### config.mk
export PLATFORM = sky130hd
export DESIGN_NAME = mc_core
export DESIGN_NICKNAME = d
export VERILOG_FILES = /design/src/rtl/cpu_pkg.sv /design/src/rtl/mc_core_if.sv /design/src/rtl/alu.sv /design/src/rtl/extend.sv /design/src/rtl/mc_controller.sv /design/src/rtl/regfile.sv /design/src/rtl/mc_core.sv
export SDC_FILE = /design/constraint.sdc
export NUM_CORES = 2
export LEC_CHECK = 0
export CAP_MARGIN = 0
export CORE_MARGIN = 2
export CORE_UTILIZATION = 42
export CTS_CLUSTER_SIZE = 14
export DETAILED_ROUTE_END_ITERATION = 10
export GPL_TIMING_DRIVEN = 1
export PLACE_DENSITY = 0.67
export SLEW_MARGIN = 10
export SYNTH_ARGS = -nofsm -noshare
export SYNTH_HDL_FRONTEND = slang
export SYNTH_SLANG_ARGS = --single-unit
### constraint.sdc
create_clock -name clock -period 5.6 [get_ports clock]
set_input_delay 0.84 -clock clock [delete_from_list [all_inputs] [get_ports clock]]
set_output_delay 0.84 -clock clock [all_outputs]
set_load 0.02 [all_outputs]
### src/rtl/cpu_pkg.sv
// Shared types and constants for the multicycle core: FSM states, ALU and
// immediate-format encodings, opcodes, and the ALU-op decode helper.
package cpu_pkg;

  typedef enum logic [3:0] {
    FETCH, DECODE, MEMADR, MEMREAD, MEMWB, MEMWRITE,
    EXECUTER, EXECUTEI, ALUWB, BEQ, JAL, HALT
  } state_t;

  typedef enum logic [2:0] {
    ALU_ADD = 3'b000,
    ALU_SUB = 3'b001,
    ALU_AND = 3'b010,
    ALU_OR  = 3'b011,
    ALU_SLT = 3'b101
  } alu_ctrl_t;

  typedef enum logic [1:0] {
    IMM_I = 2'b00,
    IMM_S = 2'b01,
    IMM_B = 2'b10,
    IMM_J = 2'b11
  } imm_src_t;

  localparam logic [6:0] OP_LOAD   = 7'b0000011;
  localparam logic [6:0] OP_STORE  = 7'b0100011;
  localparam logic [6:0] OP_RTYPE  = 7'b0110011;
  localparam logic [6:0] OP_ITYPE  = 7'b0010011;
  localparam logic [6:0] OP_BRANCH = 7'b1100011;
  localparam logic [6:0] OP_JAL    = 7'b1101111;

  // funct3 -> ALU operation; 'sub' selects SUB over ADD (R-type only).
  function automatic alu_ctrl_t alu_decode(input logic [2:0] funct3, input logic sub);
    case (funct3)
      3'b000:  alu_decode = sub ? ALU_SUB : ALU_ADD;
      3'b111:  alu_decode = ALU_AND;
      3'b110:  alu_decode = ALU_OR;
      3'b010:  alu_decode = ALU_SLT;
      default: alu_decode = ALU_ADD;
    endcase
  endfunction

endpackage

### src/rtl/mc_core_if.sv
// Unified memory port of the core.
// Handshake: the master raises mem_req with mem_we/mem_addr/mem_wdata and
// holds them unchanged until the slave answers with mem_ready in the same
// cycle; that cycle completes the transfer and, for reads, mem_rdata is
// valid only in that cycle. mem_ready is ignored while mem_req is low.
interface mc_core_if;
  logic        mem_req;
  logic        mem_we;
  logic [31:0] mem_addr;
  logic [31:0] mem_wdata;
  logic [31:0] mem_rdata;
  logic        mem_ready;

  modport master (output mem_req, mem_we, mem_addr, mem_wdata,
                  input  mem_rdata, mem_ready);
  modport slave  (input  mem_req, mem_we, mem_addr, mem_wdata,
                  output mem_rdata, mem_ready);
endinterface

### src/rtl/alu.sv
// 32-bit ALU: wrapping add/sub, bitwise and/or, signed set-less-than.
module alu
  import cpu_pkg::*;
(
  input  logic [31:0] a_i,
  input  logic [31:0] b_i,
  input  alu_ctrl_t   ctrl_i,
  output logic [31:0] y_o
);

  // Pure combinational operation select.
  always_comb begin
    y_o = '0;
    case (ctrl_i)
      ALU_ADD: y_o = a_i + b_i;
      ALU_SUB: y_o = a_i - b_i;
      ALU_AND: y_o = a_i & b_i;
      ALU_OR:  y_o = a_i | b_i;
      ALU_SLT: y_o = {31'b0, $signed(a_i) < $signed(b_i)};
      default: y_o = '0;
    endcase
  end

endmodule

### src/rtl/extend.sv
// Immediate generator for I, S, B and J formats, sign-extended to 32 bits.
module extend
  import cpu_pkg::*;
(
  input  logic [31:7] instr_i,
  input  imm_src_t    imm_src_i,
  output logic [31:0] imm_o
);

  // Reassemble the immediate bits for the selected format.
  always_comb begin
    imm_o = '0;
    case (imm_src_i)
      IMM_I: imm_o = {{20{instr_i[31]}}, instr_i[31:20]};
      IMM_S: imm_o = {{20{instr_i[31]}}, instr_i[31:25], instr_i[11:7]};
      IMM_B: imm_o = {{19{instr_i[31]}}, instr_i[31], instr_i[7],
                      instr_i[30:25], instr_i[11:8], 1'b0};
      IMM_J: imm_o = {{11{instr_i[31]}}, instr_i[31], instr_i[19:12],
                      instr_i[20], instr_i[30:21], 1'b0};
      default: imm_o = '0;
    endcase
  end

endmodule

### src/rtl/mc_controller.sv
// Multicycle FSM plus instruction decode. Drives the memory port directly
// and produces the datapath enables/selects for each state.
module mc_controller
  import cpu_pkg::*;
#(
  parameter int NUM_REGS = 32
) (
  input  logic        clock,
  input  logic        reset,
  input  logic [31:0] instr_i,
  input  logic        eq_i,
  input  logic [31:0] pc_i,
  input  logic [31:0] result_i,
  input  logic [31:0] wdata_i,
  mc_core_if.master   mem,
  output state_t      state_o,
  output logic        instr_en_o,
  output logic        data_en_o,
  output logic        result_en_o,
  output logic        result_pc4_o,
  output logic        alu_src_imm_o,
  output alu_ctrl_t   alu_ctrl_o,
  output imm_src_t    imm_src_o,
  output logic        reg_write_o,
  output logic        wd_data_o,
  output logic        pc_en_o,
  output logic        pc_target_o,
  output logic        retire_o
);

  state_t state_q, state_d;
  state_t dec_state;
  logic [6:0] opcode;
  logic [2:0] funct3;
  logic [6:0] funct7;
  logic use_rd, use_rs1, use_rs2;
  logic is_sw, is_jal;
  logic req_c, we_c, addr_data_c, retire_c;

  assign opcode  = instr_i[6:0];
  assign funct3  = instr_i[14:12];
  assign funct7  = instr_i[31:25];
  assign is_sw   = (opcode == OP_STORE);
  assign is_jal  = (opcode == OP_JAL);
  assign state_o = state_q;

  // Decode: pick the state after DECODE; anything unrecognised halts.
  always_comb begin
    dec_state = HALT;
    use_rd    = 1'b0;
    use_rs1   = 1'b0;
    use_rs2   = 1'b0;
    case (opcode)
      OP_LOAD: if (funct3 == 3'b010) begin
        dec_state = MEMADR; use_rd = 1'b1; use_rs1 = 1'b1;
      end
      OP_STORE: if (funct3 == 3'b010) begin
        dec_state = MEMADR; use_rs1 = 1'b1; use_rs2 = 1'b1;
      end
      OP_RTYPE: if ((funct7 == 7'b0000000 && funct3 inside {3'b000, 3'b111, 3'b110, 3'b010}) ||
                    (funct7 == 7'b0100000 && funct3 == 3'b000)) begin
        dec_state = EXECUTER; use_rd = 1'b1; use_rs1 = 1'b1; use_rs2 = 1'b1;
      end
      OP_ITYPE: if (funct3 inside {3'b000, 3'b111, 3'b110, 3'b010}) begin
        dec_state = EXECUTEI; use_rd = 1'b1; use_rs1 = 1'b1;
      end
      OP_BRANCH: if (funct3 == 3'b000) begin
        dec_state = BEQ; use_rs1 = 1'b1; use_rs2 = 1'b1;
      end
      OP_JAL: begin
        dec_state = JAL; use_rd = 1'b1;
      end
      default: dec_state = HALT;
    endcase
    // RV32E: only x0..x15 exist; bit 4 of any used index is illegal.
    if ((NUM_REGS == 16) &&
        ((use_rd && instr_i[11]) || (use_rs1 && instr_i[19]) || (use_rs2 && instr_i[24]))) begin
      dec_state = HALT;
    end
  end

  // Next state and per-state control outputs.
  always_comb begin
    state_d       = state_q;
    req_c         = 1'b0;
    we_c          = 1'b0;
    addr_data_c   = 1'b0;
    retire_c      = 1'b0;
    instr_en_o    = 1'b0;
    data_en_o     = 1'b0;
    result_en_o   = 1'b0;
    result_pc4_o  = 1'b0;
    alu_src_imm_o = 1'b0;
    alu_ctrl_o    = ALU_ADD;
    imm_src_o     = IMM_I;
    reg_write_o   = 1'b0;
    wd_data_o     = 1'b0;
    pc_en_o       = 1'b0;
    pc_target_o   = 1'b0;
    case (state_q)
      FETCH: begin
        req_c = 1'b1;
        if (mem.mem_ready) begin
          instr_en_o = 1'b1;
          state_d    = DECODE;
        end
      end
      DECODE: state_d = dec_state;
      MEMADR: begin
        alu_src_imm_o = 1'b1;
        imm_src_o     = is_sw ? IMM_S : IMM_I;
        result_en_o   = 1'b1;
        state_d       = is_sw ? MEMWRITE : MEMREAD;
      end
      MEMREAD: begin
        req_c       = 1'b1;
        addr_data_c = 1'b1;
        if (mem.mem_ready) begin
          data_en_o = 1'b1;
          state_d   = MEMWB;
        end
      end
      MEMWB: begin
        reg_write_o = 1'b1;
        wd_data_o   = 1'b1;
        pc_en_o     = 1'b1;
        retire_c    = 1'b1;
        state_d     = FETCH;
      end
      MEMWRITE: begin
        req_c       = 1'b1;
        we_c        = 1'b1;
        addr_data_c = 1'b1;
        if (mem.mem_ready) begin
          pc_en_o  = 1'b1;
          retire_c = 1'b1;
          state_d  = FETCH;
        end
      end
      EXECUTER: begin
        alu_ctrl_o  = alu_decode(funct3, funct7[5]);
        result_en_o = 1'b1;
        state_d     = ALUWB;
      end
      EXECUTEI: begin
        alu_src_imm_o = 1'b1;
        alu_ctrl_o    = alu_decode(funct3, 1'b0);
        result_en_o   = 1'b1;
        state_d       = ALUWB;
      end
      JAL: begin
        result_en_o  = 1'b1;
        result_pc4_o = 1'b1;
        state_d      = ALUWB;
      end
      ALUWB: begin
        reg_write_o = 1'b1;
        imm_src_o   = is_jal ? IMM_J : IMM_I;
        pc_target_o = is_jal;
        pc_en_o     = 1'b1;
        retire_c    = 1'b1;
        state_d     = FETCH;
      end
      BEQ: begin
        imm_src_o   = IMM_B;
        pc_target_o = eq_i;
        pc_en_o     = 1'b1;
        retire_c    = 1'b1;
        state_d     = FETCH;
      end
      HALT:    state_d = HALT;
      default: state_d = FETCH;
    endcase
  end

  // Reset abandons any transfer immediately, so request and retire are
  // masked combinationally while reset is asserted.
  assign mem.mem_req   = req_c & ~reset;
  assign mem.mem_we    = we_c;
  assign mem.mem_addr  = addr_data_c ? {result_i[31:2], 2'b00} : {pc_i[31:2], 2'b00};
  assign mem.mem_wdata = wdata_i;
  assign retire_o      = retire_c & ~reset;

  // State register.
  always_ff @(posedge clock) begin
    if (reset) state_q <= FETCH;
    else       state_q <= state_d;
  end

endmodule

### src/rtl/regfile.sv
// Two-read, one-write register file. x0 reads as zero and ignores writes.
// Reads are combinational from the array, so a same-cycle write is seen
// only after the clock edge. Contents are not reset.
module regfile #(
  parameter int NUM_REGS = 32
) (
  input  logic        clock,
  input  logic        we_i,
  input  logic [4:0]  a1_i,
  input  logic [4:0]  a2_i,
  input  logic [4:0]  a3_i,
  input  logic [31:0] wd_i,
  output logic [31:0] rd1_o,
  output logic [31:0] rd2_o
);

  localparam int AW = $clog2(NUM_REGS);

  logic [31:0] regs_q [NUM_REGS];

  assign rd1_o = (a1_i[AW-1:0] == '0) ? '0 : regs_q[a1_i[AW-1:0]];
  assign rd2_o = (a2_i[AW-1:0] == '0) ? '0 : regs_q[a2_i[AW-1:0]];

  // Write port; x0 is never stored.
  always_ff @(posedge clock) begin
    if (we_i && (a3_i[AW-1:0] != '0)) begin
      regs_q[a3_i[AW-1:0]] <= wd_i;
    end
  end

endmodule

### src/rtl/mc_core.sv
// Multicycle RV32I/RV32E core top: PC, instruction, load-data and result
// registers around the shared ALU, register file and immediate generator.
module mc_core
  import cpu_pkg::*;
#(
  parameter logic [31:0] RESET_PC = 32'h0000_0000,
  parameter int          NUM_REGS = 32
) (
  input  logic        clock,
  input  logic        reset,
  output logic        mem_req,
  output logic        mem_we,
  output logic [31:0] mem_addr,
  output logic [31:0] mem_wdata,
  input  logic [31:0] mem_rdata,
  input  logic        mem_ready,
  output logic [31:0] pc,
  output logic        retire,
  output logic        halted
);

  mc_core_if mem_bus ();

  logic [31:0] pc_q, pc_d, instr_q, instr_d, data_q, data_d, result_q, result_d;
  logic [31:0] rd1, rd2, imm, alu_b, alu_y, pc_plus4, pc_target, wd;
  state_t      ctrl_state;
  logic        instr_en, data_en, result_en, result_pc4, alu_src_imm;
  logic        reg_write, wd_data, pc_en, pc_target_sel;
  alu_ctrl_t   alu_ctrl;
  imm_src_t    imm_src;

  assign mem_bus.mem_rdata = mem_rdata;
  assign mem_bus.mem_ready = mem_ready;
  assign mem_req           = mem_bus.mem_req;
  assign mem_we            = mem_bus.mem_we;
  assign mem_addr          = mem_bus.mem_addr;
  assign mem_wdata         = mem_bus.mem_wdata;

  mc_controller #(.NUM_REGS(NUM_REGS)) u_ctrl (
    .clock         (clock),
    .reset         (reset),
    .instr_i       (instr_q),
    .eq_i          (rd1 == rd2),
    .pc_i          (pc_q),
    .result_i      (result_q),
    .wdata_i       (rd2),
    .mem           (mem_bus),
    .state_o       (ctrl_state),
    .instr_en_o    (instr_en),
    .data_en_o     (data_en),
    .result_en_o   (result_en),
    .result_pc4_o  (result_pc4),
    .alu_src_imm_o (alu_src_imm),
    .alu_ctrl_o    (alu_ctrl),
    .imm_src_o     (imm_src),
    .reg_write_o   (reg_write),
    .wd_data_o     (wd_data),
    .pc_en_o       (pc_en),
    .pc_target_o   (pc_target_sel),
    .retire_o      (retire)
  );

  regfile #(.NUM_REGS(NUM_REGS)) u_regfile (
    .clock (clock),
    .we_i  (reg_write),
    .a1_i  (instr_q[19:15]),
    .a2_i  (instr_q[24:20]),
    .a3_i  (instr_q[11:7]),
    .wd_i  (wd),
    .rd1_o (rd1),
    .rd2_o (rd2)
  );

  extend u_extend (
    .instr_i   (instr_q[31:7]),
    .imm_src_i (imm_src),
    .imm_o     (imm)
  );

  alu u_alu (
    .a_i    (rd1),
    .b_i    (alu_b),
    .ctrl_i (alu_ctrl),
    .y_o    (alu_y)
  );

  assign alu_b     = alu_src_imm ? imm : rd2;
  assign pc_plus4  = pc_q + 32'd4;
  assign pc_target = pc_q + imm;
  assign wd        = wd_data ? data_q : result_q;
  assign pc        = pc_q;
  assign halted    = (ctrl_state == HALT);

  // Next values of the datapath registers, gated by controller enables.
  always_comb begin
    pc_d     = pc_q;
    instr_d  = instr_q;
    data_d   = data_q;
    result_d = result_q;
    if (pc_en)     pc_d     = pc_target_sel ? pc_target : pc_plus4;
    if (instr_en)  instr_d  = mem_bus.mem_rdata;
    if (data_en)   data_d   = mem_bus.mem_rdata;
    if (result_en) result_d = result_pc4 ? pc_plus4 : alu_y;
  end

  // Datapath registers.
  always_ff @(posedge clock) begin
    if (reset) begin
      pc_q     <= RESET_PC;
      instr_q  <= '0;
      data_q   <= '0;
      result_q <= '0;
    end else begin
      pc_q     <= pc_d;
      instr_q  <= instr_d;
      data_q   <= data_d;
      result_q <= result_d;
    end
  end

endmodule
After elaboration in Yosys (flattened, before gate mapping)
Memories as Yosys holds them, arrays and structs flattened. A register that Yosys moved wholly into a read port is not among the register bits. Index checks and enable logic that the tools add are counted.

Add/subtract/negate cells: 4. Order comparisons: 1. Eq/ne operators: 32. Multiplexer cells: 45. Bitwise logic cells: 5. Reductions and logical operators: 22.

Operators by type and width (number): $mux W32 (7); $pmux W32 S5 (1); $pmux W32 S4 (1); $add A32 B32 Y32 (2); $add A32 B3 Y32 const B (1); $and A32 B32 Y32 (1); $eq A32 B32 Y1 (1); $lt A32 B32 Y1 (1); $or A32 B32 Y32 (1); $sub A32 B32 Y32 (1); $pmux W4 S7 (1); $mux W4 (6); $eq A7 B6 Y1 const B (3); $mux W5 (4); $pmux W4 S5 (1); $eq A4 B3 Y1 const B (4); $eq A4 B4 Y1 const B (4); $mux W1 (15); $eq A7 B7 Y1 const B (2); $pmux W3 S4 (1); $logic_not A5 Y1 (2); $eq A3 B2 Y1 const B (3); $eq A3 B3 Y1 const B (3); $pmux W3 S3 (1); other kinds (27) (42).

Register bits: 132. RAM bits: 1024. Input bits: 35. Output and inout bits: 100. Logic and storage cells: 115. Memories kept: 1.

Memories: u_regfile.regs_q (depth 32, width 32, rd ports 2, clocked after Yosys merged registers in 2, write ports 1, RTL line regfile.sv:19) `logic [31:0] regs_q [NUM_REGS];`.

Logic depth before layout (Yosys ltp)
Depth in word-level cells: 9. Gate-level depth with buffers: 24. Gate-level depth less buffers: 21.

By module
A second synthesis with hierarchy kept.

Cell total of the unflattened synthesis: 4583. Area total of the unflattened synthesis: 63194.4 sq um.

Modules (own cells, without submodules): regfile (instances 1, cells each 2564, area an instance 47904.7 sq um, seq. area each 30749.5 sq um); mc_core (instances 1, cells each 1039, area an instance 8665.8 sq um, seq. area each 2562.5 sq um); alu (instances 1, cells each 773, area an instance 5032.3 sq um, seq. area each 0.0 sq um); mc_controller (instances 1, cells each 168, area an instance 1268.7 sq um, seq. area each 80.1 sq um); extend (instances 1, cells each 39, area an instance 322.8 sq um, seq. area each 0.0 sq um).

Worst setup path after synthesis
OpenSTA, ideal clock, no wires.

Kind: flip-flop to flip-flop. Start point: register (tool-made name). End point: register result_q[23]. Setup time: 0.117 ns. Arrival time: 4.787 ns. Data required time: 5.483 ns. Slack: 0.696 ns. Cell stages (with the launch flop): 23. Path buffers: 4. Period minus slack after synthesis: 4.904 ns. Path through: dfxtp_1 -> buf_4 -> buf_6 -> buf_4 -> buf_2 -> mux4_2 -> a22oi_1 -> nand2_1 -> o21ai_1 -> inv_1 -> a21o_1 -> ha_1 -> a21o_1 -> a21oi_1 -> nor2_1 -> a41oi_1 -> a21oi_1 -> o2bb2ai_1 -> a211o_1 -> a21oi_1 -> a31oi_1 -> o311a_1 -> a22o_1.

RTL lines: end signal, assigned (RTL line mc_core.sv:117) `result_q <= result_d;`; end, declared (RTL line mc_core.sv:24) `logic [31:0] pc_q, pc_d, instr_q, instr_d, data_q, data_d, result_q, result_d;`.

==> key figures <==
Clock tree
  – CTS Hold Bufs: 0
  – CTS tree: done
  – CTS buffer count: 120
  – Max clock buf depth: 3
  – H-tree levels: 3
  – Clock sink count: 1166
  – Register clock-pin slew on the reported worst setup and hold paths: 0.06 ns
  – Skew-Pair Late Insertion Delay: 0.80 ns
  – Clock root buffer: clkbuf_16

STA
  – Setup_tns: 0 ns
  – Post-layout minimum cycle time: 5.38 ns
  – Slew headroom: 0.113
  – Final setup viols: 0
  – Fin. Hold Viols: 0
  – Final critical-path share of the clock period: 0.961
  – Fmax achieved: 0.186 GHz
  – Clock skew: 0.0776 ns
  – Pins over their slew limit: 0
  – Tightest Pin Transition: 1.33 ns

Finish
  – Final Non-Filler Cells: 6521
  – Fin nets: 4688
  – Fin util: 0.491
  – Area grow syn2layout: 15.8%
  – Layout cells sized above 1: 0.264
  – Design Area, Final: 0.0706 sq mm

Yosys
  – Mapped cell area: 0.0610 sq mm
  – Mapped Cells: 4174
  – Syn. warnings: 0
  – Ys flop type: edfxtp_1
  – EDFF count, synth: 1024
  – Yosys cell types: 79
  – Post-synthesis register bit count: 1166
  – Top cells by area, synth: edfxtp_1, mux4_2, dfxtp_1, ha_1, nand2_1
  – Dominant cell type by area after synthesis: edfxtp_1
  – Sequential share of the synthesized area: 0.551
  – Yosys top cell area share: 0.504
  – Count leader, synth: edfxtp_1
  – Async S/R FF share, synth: 0
  – Commonest cells in the netlist: edfxtp_1, mux4_2, nand2_1, a21oi_1, nor2_1
  – Mapped Avg Cell Area: 14.6 sq um

GRT
  – Vias in the first global route: 41.6k
  – Initial antenna violation count: 5
  – Largest net degree at the start of global routing: 68
  – Total Routing Usage GR: 0.284
  – Total grt overflow: 0
  – Global-route wire length before repair: 302000 um

Route
  – DR vias: 42.9k
  – DR vias/cell: 6.58
  – DRT Wirelength: 214000 um
  – DRT Pass-1 Iters: 8
  – Routed length per instance: 32.8 um
  – Drt first-iter violations: 6613
  – Post-route DRC: 0
  – ANT nets after route: 0

Placement
  – Inst Count DP: 6279
  – Hpwl dp: 146000 um
  – Gp weighted congestion: 0.996
  – Port-buffer cells: 132
  – Post-DP Area: 0.0665 sq mm

Setup path
  – Crit start category: flop
  – Crit Path Max Fanout: 18
  – Crit. End Element: flop
  – Critical path type: reg -> reg
  – Worst Path Required: 6.24 ns
  – WP data arrival: 6.02 ns

Power
  – Tot Pwr: 36.3 mW
  – Pwr dens: 513 mW/mm^2
  – Peak supply drop: 0.303 mV
  – Static leakage: 23.7 nW

Floorplanning
  – Chip Height: 385 um
  – Site Rows: 139
  – Ports: 135
  – Initial core utilization: 0.424
  – Die area: 0.148 sq mm
  – CORE AREA: 0.144 sq mm
  – Width of the die: 385 um

Outcome
  – Status: completed

Hold path
  – Hold Crit Class: reg -> reg

Job
  – Max Cap Violations: 0
kinds of logic after synthesis:
logic type / Yosys count / share of synthesized area
simple gates: 837 / 0.0624
xor+xnor: 96 / 0.0138
fa+ha+maj: 134 / 0.0279
mux: 684 / 0.223
compound gates: 826 / 0.0900
other cells: 1 / 0.0000615
flops: 1166 / 0.551
buf+inv: 430 / 0.0322
layer usage:
| metal | track usage | wire (um) |
|---|---|---|
| met5 | 0 | 0 |
| met4 | 0.121 | 10300 |
| met3 | 0.0661 | 25100 |
| met2 | 0.452 | 99000 |
| met1 | 0.376 | 79300 |
metrics by stage:
stage	hold slack, ns	worst slack, ns
2_1_floorplan	0.433	0.696
3_3_place_gp	0.439	-0.0368
3_5_place_dp	0.447	-0.00578
4_1_cts	0.422	0.0561
5_1_grt	0.468	-0.00332
6_report	0.454	0.216
power breakdown:
group / internal (mW) / total (mW) / switching, mW / leakage [nW]
sequential: 10.6 / 11.1 / 0.532 / 10.6
combinational: 6.70 / 17.2 / 10.5 / 11.2
clock: 4.42 / 7.95 / 3.53 / 1.86
total: 21.7 / 36.3 / 14.6 / 23.7
final cells by class:
type	count	area, sq um
diodes	2	5.00
clock buffers	160	3230
clock inverters	59	601
fillers	12088	73200
inverters	134	503
multi-input cells	2611	26000
flip-flops and latches	1166	33600
well taps	1903	2380
repair buffers	486	4350
sequential cells by signal (all words and copies together), names as in the netlist, named ones only:
name	flops
result_q	32
instr_q	32
pc	32
u_regfile.regs_q	1024
data_q	32
u_ctrl.state_o	4
critical path, cell delays in order, from the launching register on:
cell and delay [ns]:
dfxtp_4 0.43, buf_12 0.15, buf_12 0.19, mux4_2 0.52
o22ai_1 0.23, nor4_1 0.11, a21oi_1 0.51, inv_1 0.14
ha_1 0.34, nor2b_1 0.15, o21ai_0 0.20, a21boi_0 0.11
o21ai_0 0.40, a21oi_2 0.20, a311oi_1 0.34, buf_4 0.19
xnor2_1 0.07, a22oi_1 0.20, o211ai_1 0.31, buf_4 0.25
o211ai_1 0.09, a21oi_1 0.09
placed cells by master (no fill, tap or decap), types with 16 or more instances in the layout:
| cell | netlist | layout |
|---|---|---|
| and2_1 | 16 | 16 |
| xor2_1 | 57 | 57 |
| mux2i_1 | 89 | 89 |
| dfxtp_1 | 142 | 133 |
| clkdlybuf4s50_1 | 0 | 127 |
| nor2_4 | 0 | 33 |
| a21oi_1 | 229 | 226 |
| nor2_1 | 214 | 178 |
| ha_1 | 131 | 131 |
| nand3_1 | 39 | 39 |
| xnor2_1 | 39 | 39 |
| o21bai_1 | 19 | 19 |
| buf_4 | 34 | 328 |
| a211o_1 | 16 | 16 |
| nand2b_1 | 27 | 27 |
| and3_1 | 35 | 35 |
| mux2_2 | 61 | 61 |
| a31oi_1 | 24 | 24 |
| clkinv_1 | 1 | 20 |
| nor3_1 | 34 | 32 |
| clkbuf_1 | 162 | 33 |
| o22ai_1 | 58 | 56 |
| nand2_1 | 344 | 344 |
| a221oi_1 | 35 | 32 |
| a211oi_1 | 50 | 49 |
| a22oi_1 | 88 | 88 |
| a22o_1 | 25 | 25 |
| nor4_1 | 32 | 32 |
| edfxtp_1 | 1024 | 1024 |
| clkbuf_16 | 0 | 122 |
| buf_12 | 0 | 27 |
| o211ai_1 | 17 | 17 |
| a21o_1 | 36 | 36 |
| inv_1 | 132 | 132 |
| nor2b_1 | 27 | 21 |
| mux4_2 | 534 | 534 |
| o21ai_0 | 104 | 103 |
| conb_1 | 1 | 34 |
final timing paths:
path	from	endpoint	slack, ns	cells past startpoint
max	flop	result_q[14]$_SDFFE_PP0P_	0.22	21
min	data_q[22]$_SDFFE_PP0P_	data_q[22]$_SDFFE_PP0P_	0.45	2
max reg2reg	flop	result_q[14]$_SDFFE_PP0P_	0.22	21
min reg2reg	data_q[22]$_SDFFE_PP0P_	data_q[22]$_SDFFE_PP0P_	0.45	2
timing repair:
| item | 4_1_cts | 5_1_grt |
|---|---|---|
| gates cloned | 0 | 1 |
| endpoints found under the setup margin | 1 | 15 |
| resized for setup | 2 | 14 |
| pin swaps | 0 | 0 |
| buffers inserted | 0 | 20 |
(Power assumes the default switching activity.)
